==> config.mk <==
export PLATFORM = sky130hd
export DESIGN_NAME = alu_exec_stage_flat
export DESIGN_NICKNAME = d
export VERILOG_FILES = /design/src/rtl/alu_exec_stage_if.sv /design/src/rtl/alu_exec_stage.sv /design/src/flat_wrapper.sv
export SDC_FILE = /design/constraint.sdc
export NUM_CORES = 1
export LEC_CHECK = 0
export ABC_CLOCK_PERIOD_IN_PS = 3000
export BUFFER_PORTS_ARGS = -buffer_cell sky130_fd_sc_hd__clkbuf_2
export CORE_MARGIN = 2
export CORE_UTILIZATION = 25
export CTS_CLUSTER_SIZE = 14
export DETAILED_ROUTE_END_ITERATION = 12
export PLACE_DENSITY = 0.39
export SYNTH_ARGS = -nofsm -noshare
export SYNTH_HDL_FRONTEND = slang
export SYNTH_SLANG_ARGS = --single-unit
==> constraint.sdc <==
create_clock -name clk -period 3 [get_ports clk]
set_clock_uncertainty 0.2 [all_clocks]
set_input_delay 0.6 -clock clk [delete_from_list [all_inputs] [get_ports clk]]
set_output_delay 0.6 -clock clk [all_outputs]
set_load 0.02 [all_outputs]
==> src/rtl/alu_exec_stage_if.sv <==
// Handshake and result bus between operand fetch, the ALU execute stage and writeback.
// The master drives the operation and out_ready. The slave (the execute stage) returns the result and flags.
interface alu_exec_stage_if #(
    parameter int WIDTH = 16
);
    logic             in_valid;
    logic             in_ready;
    logic [2:0]       op;
    logic [WIDTH-1:0] a;
    logic [WIDTH-1:0] b;
    logic             out_valid;
    logic             out_ready;
    logic [WIDTH-1:0] result;
    logic             flag_z;
    logic             flag_n;
    logic             flag_c;
    logic             flag_v;

    modport master (
        output in_valid, op, a, b, out_ready,
        input  in_ready, out_valid, result, flag_z, flag_n, flag_c, flag_v
    );

    modport slave (
        input  in_valid, op, a, b, out_ready,
        output in_ready, out_valid, result, flag_z, flag_n, flag_c, flag_v
    );
endinterface

==> src/rtl/alu_exec_stage.sv <==
// ALU execute stage: single-cycle logic/arithmetic, iterative 1-bit/cycle shifts and rotates,
// registered result and flags held until writeback accepts them.
//
// state | meaning
// IDLE  | ready for a new operation (in_ready=1)
// SHIFT | iterating shift/rotate, one bit per cycle
// DONE  | result/flags valid, waiting for out_ready
module alu_exec_stage #(
    parameter int WIDTH = 16,
    parameter int SHW   = 4
) (
    input logic             clk,
    input logic             rst,
    alu_exec_stage_if.slave bus
);
    typedef enum logic [1:0] {S_IDLE, S_SHIFT, S_DONE} state_t;

    localparam logic [2:0] OP_ADD = 3'b000;
    localparam logic [2:0] OP_SUB = 3'b001;
    localparam logic [2:0] OP_AND = 3'b010;
    localparam logic [2:0] OP_OR  = 3'b011;
    localparam logic [2:0] OP_XOR = 3'b100;
    localparam logic [2:0] OP_SHL = 3'b101;
    localparam logic [2:0] OP_SHR = 3'b110;

    state_t           state_q, state_d;
    logic [2:0]       op_q, op_d;
    logic [WIDTH-1:0] sh_q, sh_d;
    logic [SHW-1:0]   cnt_q, cnt_d;
    logic [WIDTH-1:0] result_q, result_d;
    logic             z_q, z_d, n_q, n_d, c_q, c_d, v_q, v_d;

    logic             accept;
    logic             is_shift_in;
    logic [SHW-1:0]   k_in;
    logic [WIDTH:0]   sum, diff;
    logic [WIDTH-1:0] step_res;
    logic             step_out;
    logic             load;
    logic [WIDTH-1:0] new_res;
    logic             new_c, new_v;

    assign accept      = bus.in_valid && (state_q == S_IDLE);
    assign is_shift_in = bus.op[2] && (bus.op[1] || bus.op[0]);
    assign k_in        = bus.b[SHW-1:0];
    assign sum         = {1'b0, bus.a} + {1'b0, bus.b};
    assign diff        = {1'b0, bus.a} - {1'b0, bus.b};

    always_ff @(posedge clk) begin
        if (rst) begin
            state_q  <= S_IDLE;
            op_q     <= '0;
            sh_q     <= '0;
            cnt_q    <= '0;
            result_q <= '0;
            z_q      <= 1'b0;
            n_q      <= 1'b0;
            c_q      <= 1'b0;
            v_q      <= 1'b0;
        end else begin
            state_q  <= state_d;
            op_q     <= op_d;
            sh_q     <= sh_d;
            cnt_q    <= cnt_d;
            result_q <= result_d;
            z_q      <= z_d;
            n_q      <= n_d;
            c_q      <= c_d;
            v_q      <= v_d;
        end
    end

    always_comb begin
        state_d = state_q;
        case (state_q)
            S_IDLE:  if (bus.in_valid) state_d = (is_shift_in && (k_in != '0)) ? S_SHIFT : S_DONE;
            S_SHIFT: if (cnt_q == SHW'(1)) state_d = S_DONE;
            S_DONE:  if (bus.out_ready) state_d = S_IDLE;
            default: state_d = S_IDLE;
        endcase
    end

    // One step of the iterative shifter; only meaningful while in SHIFT.
    always_comb begin
        case (op_q)
            OP_SHL: begin
                step_res = {sh_q[WIDTH-2:0], 1'b0};
                step_out = sh_q[WIDTH-1];
            end
            OP_SHR: begin
                step_res = {1'b0, sh_q[WIDTH-1:1]};
                step_out = sh_q[0];
            end
            default: begin
                step_res = {sh_q[WIDTH-2:0], sh_q[WIDTH-1]};
                step_out = sh_q[WIDTH-1];
            end
        endcase
    end

    always_comb begin
        op_d    = op_q;
        sh_d    = sh_q;
        cnt_d   = cnt_q;
        load    = 1'b0;
        new_res = result_q;
        new_c   = 1'b0;
        new_v   = 1'b0;

        if (accept) begin
            op_d = bus.op;
            case (bus.op)
                OP_ADD: begin
                    load    = 1'b1;
                    new_res = sum[WIDTH-1:0];
                    new_c   = sum[WIDTH];
                    new_v   = (bus.a[WIDTH-1] == bus.b[WIDTH-1]) && (sum[WIDTH-1] != bus.a[WIDTH-1]);
                end
                OP_SUB: begin
                    load    = 1'b1;
                    new_res = diff[WIDTH-1:0];
                    new_c   = diff[WIDTH];
                    new_v   = (bus.a[WIDTH-1] != bus.b[WIDTH-1]) && (diff[WIDTH-1] != bus.a[WIDTH-1]);
                end
                OP_AND: begin
                    load    = 1'b1;
                    new_res = bus.a & bus.b;
                end
                OP_OR: begin
                    load    = 1'b1;
                    new_res = bus.a | bus.b;
                end
                OP_XOR: begin
                    load    = 1'b1;
                    new_res = bus.a ^ bus.b;
                end
                default: begin
                    if (k_in == '0) begin
                        load    = 1'b1;
                        new_res = bus.a;
                    end else begin
                        sh_d  = bus.a;
                        cnt_d = k_in;
                    end
                end
            endcase
        end else if (state_q == S_SHIFT) begin
            sh_d  = step_res;
            cnt_d = cnt_q - SHW'(1);
            if (cnt_q == SHW'(1)) begin
                load    = 1'b1;
                new_res = step_res;
                new_c   = step_out;
            end
        end

        result_d = load ? new_res : result_q;
        z_d      = load ? (new_res == '0) : z_q;
        n_d      = load ? new_res[WIDTH-1] : n_q;
        c_d      = load ? new_c : c_q;
        v_d      = load ? new_v : v_q;
    end

    always_comb begin
        bus.in_ready  = (state_q == S_IDLE);
        bus.out_valid = (state_q == S_DONE);
        bus.result    = result_q;
        bus.flag_z    = z_q;
        bus.flag_n    = n_q;
        bus.flag_c    = c_q;
        bus.flag_v    = v_q;
    end
endmodule

==> src/flat_wrapper.sv <==
// flat-port wrapper written by rule: the top's interface ports become plain ports
module alu_exec_stage_flat 
#(
    parameter int WIDTH = 16,
    parameter int SHW   = 4
)
  (clk, rst, bus_in_valid, bus_op, bus_a, bus_b, bus_out_ready, bus_in_ready, bus_out_valid, bus_result, bus_flag_z, bus_flag_n, bus_flag_c, bus_flag_v);
  alu_exec_stage_if #(.WIDTH(WIDTH)) bus_i ();
  input logic clk;
  input logic rst;
  input wire logic [$bits(bus_i.in_valid)-1:0] bus_in_valid;
  input wire logic [$bits(bus_i.op)-1:0] bus_op;
  input wire logic [$bits(bus_i.a)-1:0] bus_a;
  input wire logic [$bits(bus_i.b)-1:0] bus_b;
  input wire logic [$bits(bus_i.out_ready)-1:0] bus_out_ready;
  output wire logic [$bits(bus_i.in_ready)-1:0] bus_in_ready;
  output wire logic [$bits(bus_i.out_valid)-1:0] bus_out_valid;
  output wire logic [$bits(bus_i.result)-1:0] bus_result;
  output wire logic [$bits(bus_i.flag_z)-1:0] bus_flag_z;
  output wire logic [$bits(bus_i.flag_n)-1:0] bus_flag_n;
  output wire logic [$bits(bus_i.flag_c)-1:0] bus_flag_c;
  output wire logic [$bits(bus_i.flag_v)-1:0] bus_flag_v;
  assign bus_i.in_valid = bus_in_valid;
  assign bus_i.op = bus_op;
  assign bus_i.a = bus_a;
  assign bus_i.b = bus_b;
  assign bus_i.out_ready = bus_out_ready;
  assign bus_in_ready = bus_i.in_ready;
  assign bus_out_valid = bus_i.out_valid;
  assign bus_result = bus_i.result;
  assign bus_flag_z = bus_i.flag_z;
  assign bus_flag_n = bus_i.flag_n;
  assign bus_flag_c = bus_i.flag_c;
  assign bus_flag_v = bus_i.flag_v;
  alu_exec_stage #(.WIDTH(WIDTH), .SHW(SHW)) u_core (.clk(clk), .rst(rst), .bus(bus_i));
endmodule
# --- After elaboration in Yosys (flattened, before gate mapping) ---
# Index checks and enable logic that the tools add are counted.
totals:
  reg_bits: 45
  wordCells: 79
  inputBits: 39
  out_inout_bits: 22
classes:
  eq_ne: 18
  bitwise: 3
  addsub: 3
  n_mux: 31
  n_reduce_logical: 15
ops:
  columns: ["operator", "count"]
  rows:
  - ["16-bit 2-to-1 mux", 8]
  - ["16-bit one-hot mux with 5 select lines", 1]
  - ["16-bit one-hot mux with 2 select lines", 1]
  - ["16-bit by 16-bit adder with 17-bit output", 1]
  - ["16-bit by 16-bit subtractor with 17-bit output", 1]
  - ["16-bit AND", 1]
  - ["16-bit zero test", 1]
  - ["4-bit 2-to-1 mux", 4]
  - ["16-bit OR", 1]
  - ["16-bit XOR", 1]
  - ["1-bit 2-to-1 mux", 10]
  - ["3-bit equality test, second input constant", 3]
  - ["2-bit 2-to-1 mux", 4]
  - ["2-bit inequality test, second input constant", 4]
  - ["3-bit by 2-bit equality test with 1-bit output, second input constant", 2]
  - ["2-bit one-hot mux with 3 select lines", 1]
  - ["3-bit AND reduction", 2]
  - ["1-bit logical AND", 5]
  - ["5-bit OR reduction", 1]
  - ["4-bit by 1-bit equality test with 1-bit output, second input constant", 1]
  - ["4-bit zero test", 1]
  - ["1-bit one-hot mux with 2 select lines", 2]
  - ["4-bit nonzero test", 1]
  - ["4-bit by 1-bit subtractor with 4-bit output, second input constant", 1]
  - ["10 further kinds", 12]

# --- Depth between registers and ports, before layout ---
depth:
  word_depth: 6
  depth_mapped: 14

# --- Least setup slack after synthesis ---
# Ideal clock, no wire load.
synth_timing:
  path_type: "input port to flip-flop"
  start: "in bus_b[3]"
  end: "reg u_core.z_q (netlist: u_core.bus.flag_z)"
  slack_ns: -0.339
  t_required_ns: 2.683
  arrival_ns: 3.023
  cell_stages: 13
  setup_ns: 0.117
  n_path_buf: 1
  path_cell_list: "inv_1 ha_1 buf_2 inv_1 or4_4 nand2_1 nor4_1 or4_1 a221o_1 and4_1 and4bb_1 nand4b_1 o21ai_1"
synth_via:
  elab_chain_len: 5
  word_cells_on_any_way: 13
  classes_between: "add/sub: 2; mux: 6; bitwise: 3; reduce/logical: 2"
synth_lines:
  columns: ["item", "line", "text"]
  rows:
  - ["from (decl)", "flat_wrapper.sv:14", "input wire logic [$bits(bus_i.b)-1:0] bus_b;"]
  - ["branches (longest 5 deep; another with 16-bit by 16-bit subtractor with 17-bit output)", null, null]
  - ["to (signal assigned)", "alu_exec_stage.sv:66", "z_q <= z_d;"]
  - ["to (decl)", "alu_exec_stage.sv:31", "logic z_q, z_d, n_q, n_d, c_q, c_d, v_q, v_d;"]
# Several ways; the timed one is not identified.
# A chain may end at the register's enable or synchronous reset.

# --- Final worst setup path ---
layout_timing:
  start: "reg u_core.cnt_q[1]"
  end: "reg u_core.z_q (netlist: u_core.bus.flag_z)"
layout_via:
  elab_chain_len: 5
  word_cells_on_any_way: 8
  classes_between: "eq/ne: 1; mux: 6; reduce/logical: 1"
layout_lines:
  columns: ["item", "line", "text"]
  rows:
  - ["from (decl)", "alu_exec_stage.sv:29", "logic [SHW-1:0] cnt_q, cnt_d;"]
  - ["from (signal assigned)", "alu_exec_stage.sv:64", "cnt_q <= cnt_d;"]
  - ["4-bit by 1-bit equality test with 1-bit output (*)", "alu_exec_stage.sv:150", "if (cnt_q == SHW'(1)) begin"]
  - ["16-bit 2-to-1 mux", "alu_exec_stage.sv:150", null]
  - ["16-bit 2-to-1 mux", "alu_exec_stage.sv:147", "end else if (state_q == S_SHIFT) begin"]
  - ["16-bit 2-to-1 mux", "alu_exec_stage.sv:110", "if (accept) begin"]
  - ["16-bit zero test", "alu_exec_stage.sv:158", "z_d = load ? (new_res == '0) : z_q;"]
# Every way passes the cells marked *; elsewhere a longest branch is shown, timed or not.

==> reports/metrics.cfg <==
[critical_path]
cp.depth = 12
worst_r2r_endpoint = u_core.bus.flag_z
crit_top_cell = or3b_4
rr_worst_depth = 12
cp.required_ns = 3.02
crit_fanout = 3
critical_path_buf_inv_count = 1
cpPeakStageDelay_ns = 0.43
endpoint_kind = flop
r2r_slack_ns = -0.22
worstPathCellList = inv_2 -> ha_4 -> or3b_4 -> or3b_4 -> mux2i_4 -> or3_4 -> a311o_1 -> o22a_1 -> o211ai_2 -> and4bb_1 -> nand4b_1 -> o21ai_1
r2r-start = u_core.cnt_q[1]
cp_slowest_cell = or3b_4
startpoint = u_core.cnt_q[1]
start_kind = flop
crit_family = simple AND/OR/NAND/NOR gates
worst_ep_arrival_time_ns = 3.24
path_class = flop to flop
worstSetupEndpoint = u_core.bus.flag_z

[synth]
synthMuxAreaShare_pct = 5.089
ys.flop_type = dfxtp_1
mappedNetlistArea_um2 = 5139
synth_xor_area_share_pct = 1.364
synthCells = 718
avgSynthCellArea_um2 = 7.157
synthAdderAreaFrac_pct = 13.93
yosys_warnings = 0
synth_top_area_cell = dfxtp_1
async_reset_ff_share_pct = 0
synth_seq_cells = 44
yosysTopAreaCellShare_pct = 17.14
synth_edf_count = 0
synth.area.top_cells = dfxtp_1 17%, ha_1 13%, a21oi_1 7.7%, nor2_1 6.1%, nand2_1 5.0%
synth_top_family_by_area = compound AO/OA/AOI/OAI gates
syn_nets = 813
yosysSeqAreaShare_pct = 17.14
ys_types = 81
synthSimpleGateAreaFrac_pct = 22.45
synth_compound_area_share_pct = 31.36

[global_routing]
grt_pass1_wl_mm = 34.91
grt_pass1_vias = 6406
grt_max_degree = 40
overflow = 0
antenna_found_initial = 0
gr-usage-all-layers_pct = 20.35

[clock_network]
clk_path_buf_depth = 2
clock_latency_ns = 0.30
path_clk_slew_ns = 0.06
htreeDepth = 2
clock-sinks = 44
cts_buffers = 5
hold_buffers = 0
cts_tree = yes
root_buffer = clkbuf_16

[pwr]
p_total_mw = 2.655
leakagePower_nw = 3.563
peakVddDrop_uv = 186.8
powerDensity_nw_per_um2 = 332.2

[sta]
max_slew_margin_pct = 58.24
final_max_slew_viol_count = 0
finalHoldViolations = 0
period_needed_ns = 3.215
fmax_mhz = 311.0
min_period_over_period_pct = 107.2
rsz0062_at_grt = true
fin_ws_ns = -0.2150
report.final.setup_viol = 3
tightest_slew_ns = 0.6241

[hold_path]
hold_class = flop to flop

[placed_design]
placed_cell_area_um2 = 7083
place.port_buffers = 60
post-place-ws_ns = -0.8797
dp.final_hpwl_mm = 18.22
gp_congestion = 0.9197

[route]
drtPass1Iterations = 5
avgViaCountPerCell = 5.191
drtIter0Drc = 389
wl_per_cell_um = 18.79
drcViolationCount = 0
antenna_left = 0
drt-total-wl_mm = 22.72
vias = 6276

[layout]
nNetsFinal = 1033
fill_cells = 2118
drive_above_1_share_pct = 40.68
diodes = 0
syn2layout_area_growth_pct = 55.49
fin_area_um2 = 7990

[floorplan]
initial_utilization_pct = 25.40
io_pins = 61
die_w_um = 147.4
num_rows = 52
fp.dieArea_um2 = 21720
fp.dieH_um = 147.4
coreArea_um2 = 20230

[status]
status = finished with violations
violations = setup timing

[job]
cap_violations = 0

## layer usage
layer	up-vias	GRT usage, %	routed length (um)	share of wire, %
li1	3027	-	-	-
met1	3030	27.13	10210	45
met2	188	35.26	11010	48
met3	31	1.883	1015	4.5
met4	0	5.481	487	2.1
met5	-	0	0	0
## flip-flops by register name, summed over array words and instances, names as in the netlist
name / flops
u_core.bus.flag_v: 1
u_core.op_q: 3
u_core.bus.flag_z: 1
u_core.state_q: 2
u_core.sh_q: 16
u_core.bus.flag_c: 1
u_core.cnt_q: 4
u_core.bus.result: 16
## cells in the mapped netlist (3+ instances only)
library cell / count
nor2_1: 84
a21oi_1: 79
nand2_1: 68
inv_1: 56
ha_1: 54
dfxtp_1: 44
clkbuf_1: 30
o21ai_0: 26
mux2i_1: 25
a211oi_1: 19
o211ai_1: 18
nand3_1: 15
nor3_1: 15
buf_2: 8
nor2b_1: 8
o22ai_1: 8
a22oi_1: 7
and2_1: 7
o31ai_1: 7
xnor2_1: 7
buf_1: 6
o21bai_1: 6
a21o_1: 5
a221oi_1: 5
a31oi_1: 5
a32oi_1: 5
nand2b_1: 5
nand3b_1: 5
o221ai_1: 5
or3_1: 5
a2111oi_0: 4
nor3b_1: 4
o22a_1: 4
a211o_1: 3
a221o_1: 3
buf_4: 3
buf_6: 3
nor4_1: 3
## placed cells by master, fill, tap and decap left out, types with 6 or more instances in the layout
cell	count
inv_2	7
nor2_1	81
nor3_1	12
o21ai_0	21
ha_1	41
clkbuf_16	6
a21oi_1	69
nand2_1	66
xnor2_1	6
buf_6	8
a22oi_1	7
clkbuf_2	50
o22ai_1	7
ha_4	11
nand3_1	14
a211oi_1	16
inv_1	43
o211ai_1	18
dfxtp_1	42
mux2i_1	24
nor2b_1	7
a21oi_2	11
buf_4	195
## worst reg2reg max path: cells and delay by family (launching register included)
kind / cells / cell delay [ns]
DFF: 1 / 0.32
muxes: 1 / 0.21
AOI/OAI and AO/OA: 4 / 0.69
buffers and inverters: 1 / 0.07
adders and majority gates: 1 / 0.11
and+or+nand+nor: 5 / 1.56
## timing repair
action	CTS	global route
pin swaps	31	47
buffers inserted	11	8
endpoints found under the setup margin	10	10
gates resized for setup	63	75
## final cells by class
class	instances	area [um2]	share of cell area [%]
clock buffer	8	146.4	1.832
inverter	57	244.0	3.054
multi-input combinational	567	4394	55.00
sequential	44	883.3	11.06
tap	270	337.8	4.228
timing repair buffer	263	1984	24.84
## where the power goes
group	internal [mW]	switching, mW	total [mW]
clock network	0.333	0.245	0.578
logic	0.646	0.739	1.39
registers	0.635	0.0559	0.691
total	1.61	1.04	2.65
## stage by stage
stage / hold WS, ns / utilization [%] / setup TNS (ns) / std cells
2_1_floorplan: 0.2439 / - / -0.4489 / 718
3_3_place_gp: 0.2622 / 35.00 / -5.557 / 1187
3_5_place_dp: 0.2620 / 35.00 / -5.771 / 1187
4_1_cts: 0.2740 / 37.63 / -0.4941 / 1204
5_1_grt: 0.2933 / 39.49 / -0.7913 / 1209
6_report: 0.2782 / 39.49 / -0.2577 / 1209
## cells by family (layout without fill, tap and decap cells)
family | count (synthesis) | count (layout)
AO/OA/AOI/OAI | 238 | 238
AND/OR/NAND/NOR | 239 | 239
adder cells (fa/ha/maj) | 56 | 56
flip-flops | 44 | 44
multiplexers | 26 | 26
buffers and inverters | 107 | 328
XOR/XNOR | 8 | 8
## worst min path at each step
| stage | from | endpoint | slack [ns] | depth (start not counted) |
|---|---|---|---|---|
| after global placement | u_core.sh_q[6] | u_core.sh_q[6] | 0.26 | 2 |
| after CTS | u_core.sh_q[6] | u_core.sh_q[6] | 0.27 | 2 |
| final | u_core.sh_q[6] | u_core.sh_q[6] | 0.28 | 2 |
| after floorplan | u_core.sh_q[0] | u_core.sh_q[0] | 0.24 | 2 |
| after global routing | u_core.sh_q[7] | u_core.sh_q[7] | 0.29 | 2 |
| after detailed placement | u_core.sh_q[6] | u_core.sh_q[6] | 0.26 | 2 |
Power figures use the tool's default switching activity.
